--- src/rtl/ob_arb_pkg.sv ---
// Shared types and sizing for the output-buffer port arbiter.
package ob_arb_pkg;
  localparam int unsigned WIDTH      = 8;
  localparam int unsigned COL        = 4;
  localparam int unsigned O_SIZE     = 256;
  localparam int unsigned AW         = $clog2(O_SIZE);
  localparam int unsigned DW         = COL * WIDTH;
  localparam int unsigned FIFO_DEPTH = 4;
  localparam int unsigned HI_WM      = 3;
  localparam int unsigned CNT_W      = $clog2(FIFO_DEPTH) + 1;

  typedef struct packed {
    logic [AW-1:0]             addr;
    logic [COL-1:0][WIDTH-1:0] data;
  } ob_wr_entry_t;
endpackage

--- src/rtl/ob_port_arbiter_if.sv ---
// Array-write, host-read and SRAM-pin bundle for ob_port_arbiter.
interface ob_port_arbiter_if;
  import ob_arb_pkg::*;

  logic          wr_valid_i;
  logic [AW-1:0] wr_addr_i;
  logic [DW-1:0] wr_data_i;
  logic          rd_req_i;
  logic [AW-1:0] rd_addr_i;
  logic          rd_gnt_o;
  logic          rd_valid_o;
  logic [DW-1:0] rd_data_o;
  logic          mem_cenb_o;
  logic          mem_wenb_o;
  logic [AW-1:0] mem_addr_o;
  logic [DW-1:0] mem_data_o;
  logic [DW-1:0] mem_data_i;

  modport slave (
    input  wr_valid_i, wr_addr_i, wr_data_i, rd_req_i, rd_addr_i, mem_data_i,
    output rd_gnt_o, rd_valid_o, rd_data_o, mem_cenb_o, mem_wenb_o, mem_addr_o, mem_data_o
  );

  modport master (
    output wr_valid_i, wr_addr_i, wr_data_i, rd_req_i, rd_addr_i, mem_data_i,
    input  rd_gnt_o, rd_valid_o, rd_data_o, mem_cenb_o, mem_wenb_o, mem_addr_o, mem_data_o
  );
endinterface

--- src/rtl/ob_wr_fifo.sv ---
// Circular write FIFO with flush, occupancy and an address match against all valid entries.
module ob_wr_fifo
  import ob_arb_pkg::*;
#(
  parameter int unsigned Depth = FIFO_DEPTH
) (
  input  logic                     clk_i,
  input  logic                     rstn_i,
  input  logic                     clear_i,
  input  logic                     push_i,
  input  ob_wr_entry_t             entry_i,
  input  logic                     pop_i,
  input  logic [AW-1:0]            match_addr_i,
  output ob_wr_entry_t             head_o,
  output logic [$clog2(Depth):0]   count_o,
  output logic                     empty_o,
  output logic                     match_o,
  output logic                     drop_o
);
  localparam int unsigned PtrW = $clog2(Depth);
  localparam int unsigned CntW = PtrW + 1;

  ob_wr_entry_t        mem_q [Depth];
  logic [PtrW-1:0]     wptr_q, rptr_q;
  logic [CntW-1:0]     count_q;
  logic                full, do_pop, push_ok;

  assign empty_o = (count_q == '0);
  assign full    = (count_q == CntW'(Depth));
  assign do_pop  = pop_i && !empty_o;
  // A full FIFO still accepts a push when the head leaves in the same cycle.
  assign push_ok = push_i && (!full || do_pop);
  assign drop_o  = push_i && full && !do_pop && !clear_i;
  assign head_o  = mem_q[rptr_q];
  assign count_o = count_q;

  always_comb begin
    logic [PtrW-1:0] offs;
    match_o = 1'b0;
    for (int i = 0; i < Depth; i++) begin
      offs = PtrW'(i) - rptr_q;
      if ((CntW'(offs) < count_q) && (mem_q[i].addr == match_addr_i)) match_o = 1'b1;
    end
  end

  always_ff @(posedge clk_i) begin
    if (push_ok && !clear_i) mem_q[wptr_q] <= entry_i;
  end

  always_ff @(posedge clk_i or negedge rstn_i) begin
    if (!rstn_i) begin
      wptr_q  <= '0;
      rptr_q  <= '0;
      count_q <= '0;
    end else if (clear_i) begin
      wptr_q  <= '0;
      rptr_q  <= '0;
      count_q <= '0;
    end else begin
      if (push_ok) wptr_q <= wptr_q + 1'b1;
      if (do_pop)  rptr_q <= rptr_q + 1'b1;
      unique case ({push_ok, do_pop})
        2'b10:   count_q <= count_q + 1'b1;
        2'b01:   count_q <= count_q - 1'b1;
        default: count_q <= count_q;
      endcase
    end
  end
endmodule

--- src/rtl/ob_port_arbiter.sv ---
// Shares the output-buffer SRAM port between buffered array writes and host reads.
module ob_port_arbiter
  import ob_arb_pkg::*;
#(
  parameter int unsigned FifoDepth = FIFO_DEPTH,
  parameter int unsigned HiWm      = HI_WM
) (
  input  logic                       clk_i,
  input  logic                       rstn_i,
  input  logic                       clear_i,
  ob_port_arbiter_if.slave           bus,
  output logic [$clog2(FifoDepth):0] fifo_count_o,
  output logic                       idle_o,
  output logic                       overflow_o
);
  localparam int unsigned CntW = $clog2(FifoDepth) + 1;

  ob_wr_entry_t    head, push_entry;
  logic [CntW-1:0] count;
  logic            empty, hit, drop, wr_win, rd_win;
  logic            rd_valid_q, overflow_q;

  assign push_entry.addr = bus.wr_addr_i;
  assign push_entry.data = bus.wr_data_i;

  ob_wr_fifo #(
    .Depth (FifoDepth)
  ) u_wr_fifo (
    .clk_i        (clk_i),
    .rstn_i       (rstn_i),
    .clear_i      (clear_i),
    .push_i       (bus.wr_valid_i),
    .entry_i      (push_entry),
    .pop_i        (wr_win),
    .match_addr_i (bus.rd_addr_i),
    .head_o       (head),
    .count_o      (count),
    .empty_o      (empty),
    .match_o      (hit),
    .drop_o       (drop)
  );

  // A read that hits a pending write waits so it always sees the newest data.
  always_comb begin
    wr_win         = !empty && ((count >= CntW'(HiWm)) || (bus.rd_req_i && hit) ||
                                !bus.rd_req_i);
    rd_win         = bus.rd_req_i && !wr_win;
    bus.rd_gnt_o   = rd_win;
    bus.mem_cenb_o = 1'b1;
    bus.mem_wenb_o = 1'b1;
    bus.mem_addr_o = '0;
    bus.mem_data_o = '0;
    if (wr_win) begin
      bus.mem_cenb_o = 1'b0;
      bus.mem_wenb_o = 1'b0;
      bus.mem_addr_o = head.addr;
      bus.mem_data_o = head.data;
    end else if (rd_win) begin
      bus.mem_cenb_o = 1'b0;
      bus.mem_addr_o = bus.rd_addr_i;
    end
  end

  always_ff @(posedge clk_i or negedge rstn_i) begin
    if (!rstn_i) begin
      rd_valid_q <= 1'b0;
      overflow_q <= 1'b0;
    end else begin
      rd_valid_q <= rd_win;
      if (clear_i)   overflow_q <= 1'b0;
      else if (drop) overflow_q <= 1'b1;
    end
  end

  assign bus.rd_valid_o = rd_valid_q;
  assign bus.rd_data_o  = bus.mem_data_i;
  assign fifo_count_o   = count;
  assign overflow_o     = overflow_q;
  assign idle_o         = empty && !rd_valid_q && !bus.wr_valid_i;
endmodule

--- src/flat_wrapper.sv ---
// flat-port wrapper written by rule: the top's interface ports become plain ports
module ob_port_arbiter_flat import ob_arb_pkg::*;
#(
  parameter int unsigned FifoDepth = FIFO_DEPTH,
  parameter int unsigned HiWm      = HI_WM
)
  (clk_i, rstn_i, clear_i, fifo_count_o, idle_o, overflow_o, bus_wr_valid_i, bus_wr_addr_i, bus_wr_data_i, bus_rd_req_i, bus_rd_addr_i, bus_mem_data_i, bus_rd_gnt_o, bus_rd_valid_o, bus_rd_data_o, bus_mem_cenb_o, bus_mem_wenb_o, bus_mem_addr_o, bus_mem_data_o);
  ob_port_arbiter_if bus_i ();
  input  logic clk_i;
  input  logic rstn_i;
  input  logic clear_i;
  output logic [$clog2(FifoDepth):0] fifo_count_o;
  output logic idle_o;
  output logic overflow_o;
  input wire logic [$bits(bus_i.wr_valid_i)-1:0] bus_wr_valid_i;
  input wire logic [$bits(bus_i.wr_addr_i)-1:0] bus_wr_addr_i;
  input wire logic [$bits(bus_i.wr_data_i)-1:0] bus_wr_data_i;
  input wire logic [$bits(bus_i.rd_req_i)-1:0] bus_rd_req_i;
  input wire logic [$bits(bus_i.rd_addr_i)-1:0] bus_rd_addr_i;
  input wire logic [$bits(bus_i.mem_data_i)-1:0] bus_mem_data_i;
  output wire logic [$bits(bus_i.rd_gnt_o)-1:0] bus_rd_gnt_o;
  output wire logic [$bits(bus_i.rd_valid_o)-1:0] bus_rd_valid_o;
  output wire logic [$bits(bus_i.rd_data_o)-1:0] bus_rd_data_o;
  output wire logic [$bits(bus_i.mem_cenb_o)-1:0] bus_mem_cenb_o;
  output wire logic [$bits(bus_i.mem_wenb_o)-1:0] bus_mem_wenb_o;
  output wire logic [$bits(bus_i.mem_addr_o)-1:0] bus_mem_addr_o;
  output wire logic [$bits(bus_i.mem_data_o)-1:0] bus_mem_data_o;
  assign bus_i.wr_valid_i = bus_wr_valid_i;
  assign bus_i.wr_addr_i = bus_wr_addr_i;
  assign bus_i.wr_data_i = bus_wr_data_i;
  assign bus_i.rd_req_i = bus_rd_req_i;
  assign bus_i.rd_addr_i = bus_rd_addr_i;
  assign bus_i.mem_data_i = bus_mem_data_i;
  assign bus_rd_gnt_o = bus_i.rd_gnt_o;
  assign bus_rd_valid_o = bus_i.rd_valid_o;
  assign bus_rd_data_o = bus_i.rd_data_o;
  assign bus_mem_cenb_o = bus_i.mem_cenb_o;
  assign bus_mem_wenb_o = bus_i.mem_wenb_o;
  assign bus_mem_addr_o = bus_i.mem_addr_o;
  assign bus_mem_data_o = bus_i.mem_data_o;
  ob_port_arbiter #(.FifoDepth(FifoDepth), .HiWm(HiWm)) u_core (.clk_i(clk_i), .rstn_i(rstn_i), .clear_i(clear_i), .bus(bus_i), .fifo_count_o(fifo_count_o), .idle_o(idle_o), .overflow_o(overflow_o));
endmodule
--- config.mk ---
export PLATFORM = sky130hd
export DESIGN_NAME = ob_port_arbiter_flat
export DESIGN_NICKNAME = d
export VERILOG_FILES = /design/src/rtl/ob_arb_pkg.sv /design/src/rtl/ob_port_arbiter_if.sv /design/src/rtl/ob_wr_fifo.sv /design/src/rtl/ob_port_arbiter.sv /design/src/flat_wrapper.sv
export SDC_FILE = /design/constraint.sdc
export NUM_CORES = 1
export LEC_CHECK = 0
export CAP_MARGIN = 15
export CELL_PAD_IN_SITES_DETAIL_PLACEMENT = 2
export CELL_PAD_IN_SITES_GLOBAL_PLACEMENT = 2
export CORE_MARGIN = 2
export CORE_UTILIZATION = 36
export DETAILED_ROUTE_END_ITERATION = 7
export GPL_ROUTABILITY_DRIVEN = 0
export HOLD_SLACK_MARGIN = 0.03
export MAX_ROUTING_LAYER = met4
export PLACE_DENSITY = 0.88
export SETUP_SLACK_MARGIN = 0.05
export SYNTH_ARGS = -nofsm -noshare
export SYNTH_HDL_FRONTEND = slang
export SYNTH_HIERARCHICAL = 1
export SYNTH_SLANG_ARGS = --single-unit
export TNS_END_PERCENT = 30
--- constraint.sdc ---
create_clock -name clk_i -period 4.2 [get_ports clk_i]
set_input_delay 1.26 -clock clk_i [delete_from_list [all_inputs] [get_ports clk_i]]
set_output_delay 1.26 -clock clk_i [all_outputs]
set_load 0.005 [all_outputs]
# Word-level counts from Yosys, hierarchy flattened
# Memory sizes are Yosys's and may differ from the RTL's.
# Cells that the tools add are included.
# word_totals
latchBits	0
in_bits	85
rom_bits	0
regBits	9
ram_bits	160
mem_count	1
# classes
eq_ne	7
magnitude_cmp	5
n_shift	0
n_mux	20
n_reduce_logical	31
mul	0
n_bitwise	0
n_div	0
addsub	8
# memory_table
name	depth	width	rd	rd_ports_with_merged_regs	wr	line_no	text
u_core.u_wr_fifo.mem_q	4	40	5	0	1	ob_wr_fifo.sv:23	ob_wr_entry_t mem_q [Depth];
# op_table
cell	count
8-bit equality test	4
32-bit 2-to-1 mux	1
8-bit 2-to-1 mux	2
1-bit logical AND	15
2-bit by 3-bit less-than comparator with 1-bit output	4
1-bit 2-to-1 mux	11
1-bit zero test	8
2-bit 2-to-1 mux	4
3-bit case mux with 2 select lines	1
2-bit nonzero test	3
2-bit by 1-bit adder with 2-bit output, second input constant	2
1-bit by 2-bit subtractor with 2-bit output, first input constant	2
2-bit subtractor, first input constant	2
3-bit by 1-bit adder with 3-bit output, second input constant	1
3-bit equality test, second input constant	1
3-bit by 2-bit >= comparator with 1-bit output, second input constant	1
3-bit zero test	1
1-bit logical OR	3
3-bit 2-to-1 mux	1
3-bit nonzero test	1
3-bit by 1-bit subtractor with 3-bit output, second input constant	1
2-bit by 1-bit equality test with 1-bit output, second input constant	1
2-bit equality test, second input constant	1

# Depth between registers and ports, before layout
# Gate-level depths: netlist of run 1.
# logic_depth
word_depth	17
ltp_mapped	19
ltp_nobuf	15

# Modules after synthesis
# Netlist of run 1, hierarchy kept.
# modules_own_cells
module	area_each_um2	instances	cells_each
ob_wr_fifo	6801.5	1	333
ob_port_arbiter	645.6	1	87

# Worst setup path after synthesis of run 1
# No wires, ideal clock.
# synth_timing
path_kind	input -> register
from	input port bus_rd_addr_i[1]
to	memory u_core/u_wr_fifo/mem_q[0][0] (netlist name), enable pin
setup_slack_ns	0.425
arrival_time_ns	3.396
n_path_buf	2
required_ns	3.821
path_stages	11
cell_sequence	xor2_1 -> nor4_1 -> o211ai_1 -> nand4_1 -> a211oi_2 -> a21oi_2 -> buf_2 -> clkbuf_2 -> o21ai_4 -> nor2_1 -> and2_2
# synth_via
elab_chain_cells	16
elab_cells_between_ends	22
classes_between	eq/ne: 4; mux: 6; reduce/logical: 12
# synth_rtl
element	line_no	text
start: declaration	flat_wrapper.sv:19	input wire logic [$bits(bus_i.rd_addr_i)-1:0] bus_rd_addr_i;
8-bit equality test	ob_wr_fifo.sv:42	if ((CntW'(offs) < count_q) && (mem_q[i].addr == match_addr_i)) match_o = 1'b1;
1-bit logical AND	ob_wr_fifo.sv:42	
1-bit 2-to-1 mux (3 in a row)	ob_wr_fifo.sv:42	
1-bit 2-to-1 mux *	ob_wr_fifo.sv:42	
net u_core.hit	ob_port_arbiter.sv:20	logic empty, hit, drop, wr_win, rd_win;
1-bit logical AND *	ob_port_arbiter.sv:45	wr_win = !empty && ((count >= CntW'(HiWm)) || (bus.rd_req_i && hit) ||
1-bit logical OR * (2 in a row)	ob_port_arbiter.sv:45	
1-bit logical AND *	ob_port_arbiter.sv:45	
net u_core.wr_win	ob_port_arbiter.sv:20	
1-bit logical AND *	ob_wr_fifo.sv:30	assign do_pop = pop_i && !empty_o;
1-bit logical OR *	ob_wr_fifo.sv:32	assign push_ok = push_i && (!full || do_pop);
1-bit logical AND *	ob_wr_fifo.sv:32	
1-bit logical AND *	ob_wr_fifo.sv:47	if (push_ok && !clear_i) mem_q[wptr_q] <= entry_i;
1-bit 2-to-1 mux *	ob_wr_fifo.sv:47	
1-bit 2-to-1 mux (implied by the code) *	ob_wr_fifo.sv:47	
end: declaration	ob_wr_fifo.sv:23	
# Mark *: on every way through the listed nets, which the timed path passes. The rest lies on a longest branch.

# Final worst setup path of run 1
# layout_timing
from	input port bus_rd_addr_i[0]
to	output port bus_mem_addr_o[4]
# layout_via
elab_chain_cells	14
elab_cells_between_ends	20
classes_between	eq/ne: 4; mux: 6; reduce/logical: 10
# layout_rtl
element	line_no	text
8-bit equality test	ob_wr_fifo.sv:42	
1-bit logical AND	ob_wr_fifo.sv:42	
1-bit 2-to-1 mux (3 in a row)	ob_wr_fifo.sv:42	
1-bit 2-to-1 mux *	ob_wr_fifo.sv:42	
net u_core.hit	ob_port_arbiter.sv:20	
1-bit logical AND *	ob_port_arbiter.sv:45	
1-bit logical OR * (2 in a row)	ob_port_arbiter.sv:45	
1-bit logical AND *	ob_port_arbiter.sv:45	
1-bit zero test	ob_port_arbiter.sv:47	rd_win = bus.rd_req_i && !wr_win;
1-bit logical AND	ob_port_arbiter.sv:47	
8-bit 2-to-1 mux	ob_port_arbiter.sv:58	end else if (rd_win) begin
8-bit 2-to-1 mux *	ob_port_arbiter.sv:53	if (wr_win) begin
end: declaration	flat_wrapper.sv:26	output wire logic [$bits(bus_i.mem_addr_o)-1:0] bus_mem_addr_o;
# Marked as above.

==> results of run 1 <==
==> metrics by stage <==
step	total power (uW)	instances	cell area [sq um]	worst slack [ps]	hold slack, ps
floorplan	2140	420	7450	425	483
global placement	2310	765	8700	-918	490
detailed placement	2340	765	8700	-1050	499
CTS	3990	827	9830	-300	518
global route	4110	823	10100	-399	559
finish	3990	823	10100	-350	507
==> worst max-delay path by stage <==
| stage | start | end | slack [ps] | cells past startpoint |
|---|---|---|---|---|
| 2_1_floorplan | bus_rd_addr_i[1] | u_core/u_wr_fifo/mem_q[0][0]$_DFFE_PP_ | 420 | 11 |
| 3_3_place_gp | bus_rd_addr_i[7] | bus_mem_data_o[18] | -920 | 10 |
| 3_5_place_dp | bus_rd_addr_i[1] | bus_mem_data_o[6] | -1050 | 10 |
| 4_1_cts | bus_rd_addr_i[5] | bus_mem_addr_o[2] | -300 | 14 |
| 5_1_grt | u_core/u_wr_fifo/rptr_q[0]$_DFFE_PN0P_ | bus_mem_addr_o[7] | -400 | 13 |
| 6_report | bus_rd_addr_i[0] | bus_mem_addr_o[4] | -350 | 12 |
==> routing by layer <==
layer  global-route usage (%)  vias to the layer above
li1                         -                     1798
met1                     25.4                     2231
met2                     35.0                      107
met3                     3.18                       48
met4                     8.43                        0
met5                        -                        -
==> cell usage after synthesis <==
cell type,number,share of area [%]
edfxtp_1,160,65
mux4_2,40,12
buf_4,36,3.6
xor2_1,35,4.1
and2_1,32,2.7
nor2_1,12,0.60
dfrtp_1,9,3.0
nor4_1,9,0.76
a21oi_1,8,0.54
a22o_1,8,0.94
ha_1,8,1.3
inv_1,7,0.35
buf_2,6,0.40
nand2b_1,5,0.42
o211ai_1,5,0.50
and2_2,4,0.40
clkbuf_2,4,0.27
buf_6,3,0.45
clkbuf_1,3,0.15
nand3_1,3,0.20
nand2_1,2,0.10
nor3_1,2,0.13
xnor2_1,2,0.24
a211oi_2,1,0.17
a21oi_2,1,0.12
a31oi_1,1,0.084
and3_1,1,0.084
fa_1,1,0.27
mux2_2,1,0.15
mux2i_1,1,0.13
nand3b_1,1,0.10
nand4_1,1,0.084
nor2b_1,1,0.084
nor3b_1,1,0.10
o21a_1,1,0.10
o21ai_0,1,0.067
o21ai_4,1,0.22
o31ai_1,1,0.10
or3_2,1,0.10
or3b_4,1,0.15
==> worst register-to-register path: stages, from the launching register on <==
cell and delay [ps]:
dfrtp_4 490, xor2_2 200, inv_1 70, ha_1 270
a21oi_1 70, o211ai_1 280, nand4_1 240, a211oi_4 290
a21oi_4 130, buf_6 150, buf_16 130, buf_4 140
buf_4 170, nand2b_1 110, nor2_1 60, fa_1 510
nand2b_1 110, a21oi_1 60, nor4_1 290
==> registers in the layout, summed over array words and instances (netlist names) <==
register / flops
u_core/bus.rd_valid_o: 1
u_core/overflow_o: 1
u_core/u_wr_fifo/count_o: 3
u_core/u_wr_fifo/mem_q: 160
u_core/u_wr_fifo/rptr_q: 2
u_core/u_wr_fifo/wptr_q: 2
==> final cells by class <==
cell class	instances	area [sq um]
tap	270	338
clock inverter	15	155
multi-input combinational	192	2520
inverter	7	26.3
sequential	169	5030
fill	1829	10200
clock buffer	17	425
timing repair buffer	153	1600
==> cells by family after synthesis <==
logic type / Yosys count / share of synthesized area (%)
compound gates: 28 / 2.84
xor+xnor: 37 / 4.35
fa+ha+maj: 9 / 1.61
buf+inv: 59 / 5.26
flops: 169 / 67.5
mux: 42 / 12.4
simple gates: 76 / 6.01
==> power by group <==
group,internal [uW],switching (uW),leakage [uW]
Sequential,1900,31.6,0.00157
Clock,843,717,0.000287
Combinational,266,230,0.00161
==> what timing repair did <==
| item | CTS | global route |
|---|---|---|
| hold buffers | 0 | 0 |
| pin swaps | 42 | 23 |
| cloned | 3 | 0 |
| buffers inserted | 29 | 3 |
| hold endpoints to repair | 0 | 0 |
| endpoints found under the setup margin | 132 | 43 |
| gates resized for setup | 315 | 53 |
==> summary.txt, run 1 <==
result of the run: finished, violations left
failing checks: negative setup slack
Initial Util: 36.7%
worst-case reg-to-reg path depth: 18
setup slack of the worst register-to-register path: 320 ps
total of buffers placed on input and output ports: 101
GR Overflow Total: 0
Startpoint Class: input port
area of the mapped netlist: 7450 sq um
Lkg Pwr: 0.00347 uW
worst hold path cell count: 2
post-route setup slack: -350 ps
share of the clock period used by the worst path after layout: 108%
number of placement rows: 52
count of clock tree sinks: 169
depth of the CTS H-tree: 4
total global-route track usage: 20.8%
initial antenna violation count: 0
most frequent cells in the layout: edfxtp_1 (160), buf_6 (53), clkdlybuf4s50_1 (51)
Worst Hold Launch: u_core/overflow_o$_DFFE_PN0P_
root cell of the clock tree: clkbuf_16
die area: 21900 sq um
total negative slack for setup checks: -9310 ps
fraction of the core area covered by cells at the end of the flow: 49.8%
ordered cell list for the critical path: buf_6 -> xor2_2 -> nor4_4 -> o211ai_1 -> nand4_1 -> a211oi_4 -> buf_4 -> o21a_1 -> buf_6 -> buf_6 -> a22o_1 -> buf_2
Met3 Wirelength: 773 um
final routed DRC violation total: 0
register bit count reported by yosys: 169
total of max-cap violations: 0
Routed WL per cell: 26.5 um
count of boundary I/O pins: 166
number of buffers inserted during clock tree synthesis: 17
number of routed nets with antenna violations: 0
pin count of the biggest net entering global routing: 39
initial DRC count: 256
top routing layer in use: met4
TritonCTS clock tree: done
average size of a mapped cell: 17.7 sq um
clock transition at the registers of the reported paths: 70 ps
total power per unit cell area: 395 nW/um^2
total via count in the routed design: 4184
first drt pass iteration count: 4
startpoint of the most critical register-to-register path: u_core/u_wr_fifo/rptr_q[0]$_DFFE_PN0P_
worst r2r dst: u_core/u_wr_fifo/count_o[1]$_DFFE_PN0P_
Max Slew Vio Count: 0
total detailed-routing wirelength: 21800 um
type of the setup path with the least slack: input port to primary output
final critical path time including I/O delays and setup: 4550 ps
end of the worst hold path: u_core/overflow_o$_DFFE_PN0P_
sequential cell area fraction in the yosys report: 67.5%
vias in the first global route: 5033
net count of the finished layout: 634
first-pass GRT wire length: 32100 um
antenna diode instance count: 0
DRT met1 WL: 8800 um
worst hold path class: register to register
clock latency on the worst-skew pair: 430 ps
Largest stage delay, worst path: 300 ps
number of distinct library cell variants in the gate-level netlist after synthesis: 40
Max FO, Critical Path: 6
Die Span X: 148 um
Data required, critical path: 2940 ps
RSZ-0062 raised after global routing: true
transition at the pin with the smallest max-transition slack: 797 ps
Syn Nets: 514
largest vdd supply drop: 329 uV
vertical die dimension: 148 um
synthesized netlist cell count: 420
endpoint type of the worst setup path: primary output
half-perimeter wire length of the detailed placement result: 13100 um
Critical path buffers and inverters: 5
data arrival time of the critical path: 3290 ps
post-synthesis to final-layout area growth: 35.6%
library cell appearing most often on the critical path: buf_6
Synth Warn #: 6
area of the placeable core: 20300 sq um
most frequent standard cell in the layout excluding fill and tap cells: edfxtp_1
fraction of final layout cells with drive strength greater than 1: 45.6%
buffer levels on the longest clock path: 2
final setup skew: 14.9 ps
count of endpoints failing hold in the final timing report: 0
critical path's slowest cell: nor4_4
Worst slew margin: 46.9%
family with the most delay on the worst path: buffers and inverters
max frequency: 220 MHz
vias per cell: 5.08
met2 WL post-DR: 11700 um
setup-violating endpoint count in the final report: 42
(Power assumes the default switching activity.)
==> run 2, diff against run 1 <==
GPL_ROUTABILITY_DRIVEN = 1   (was 0)
==> results of run 2 <==
No change in the layout: final DEF, timing and power equal those of run 1.
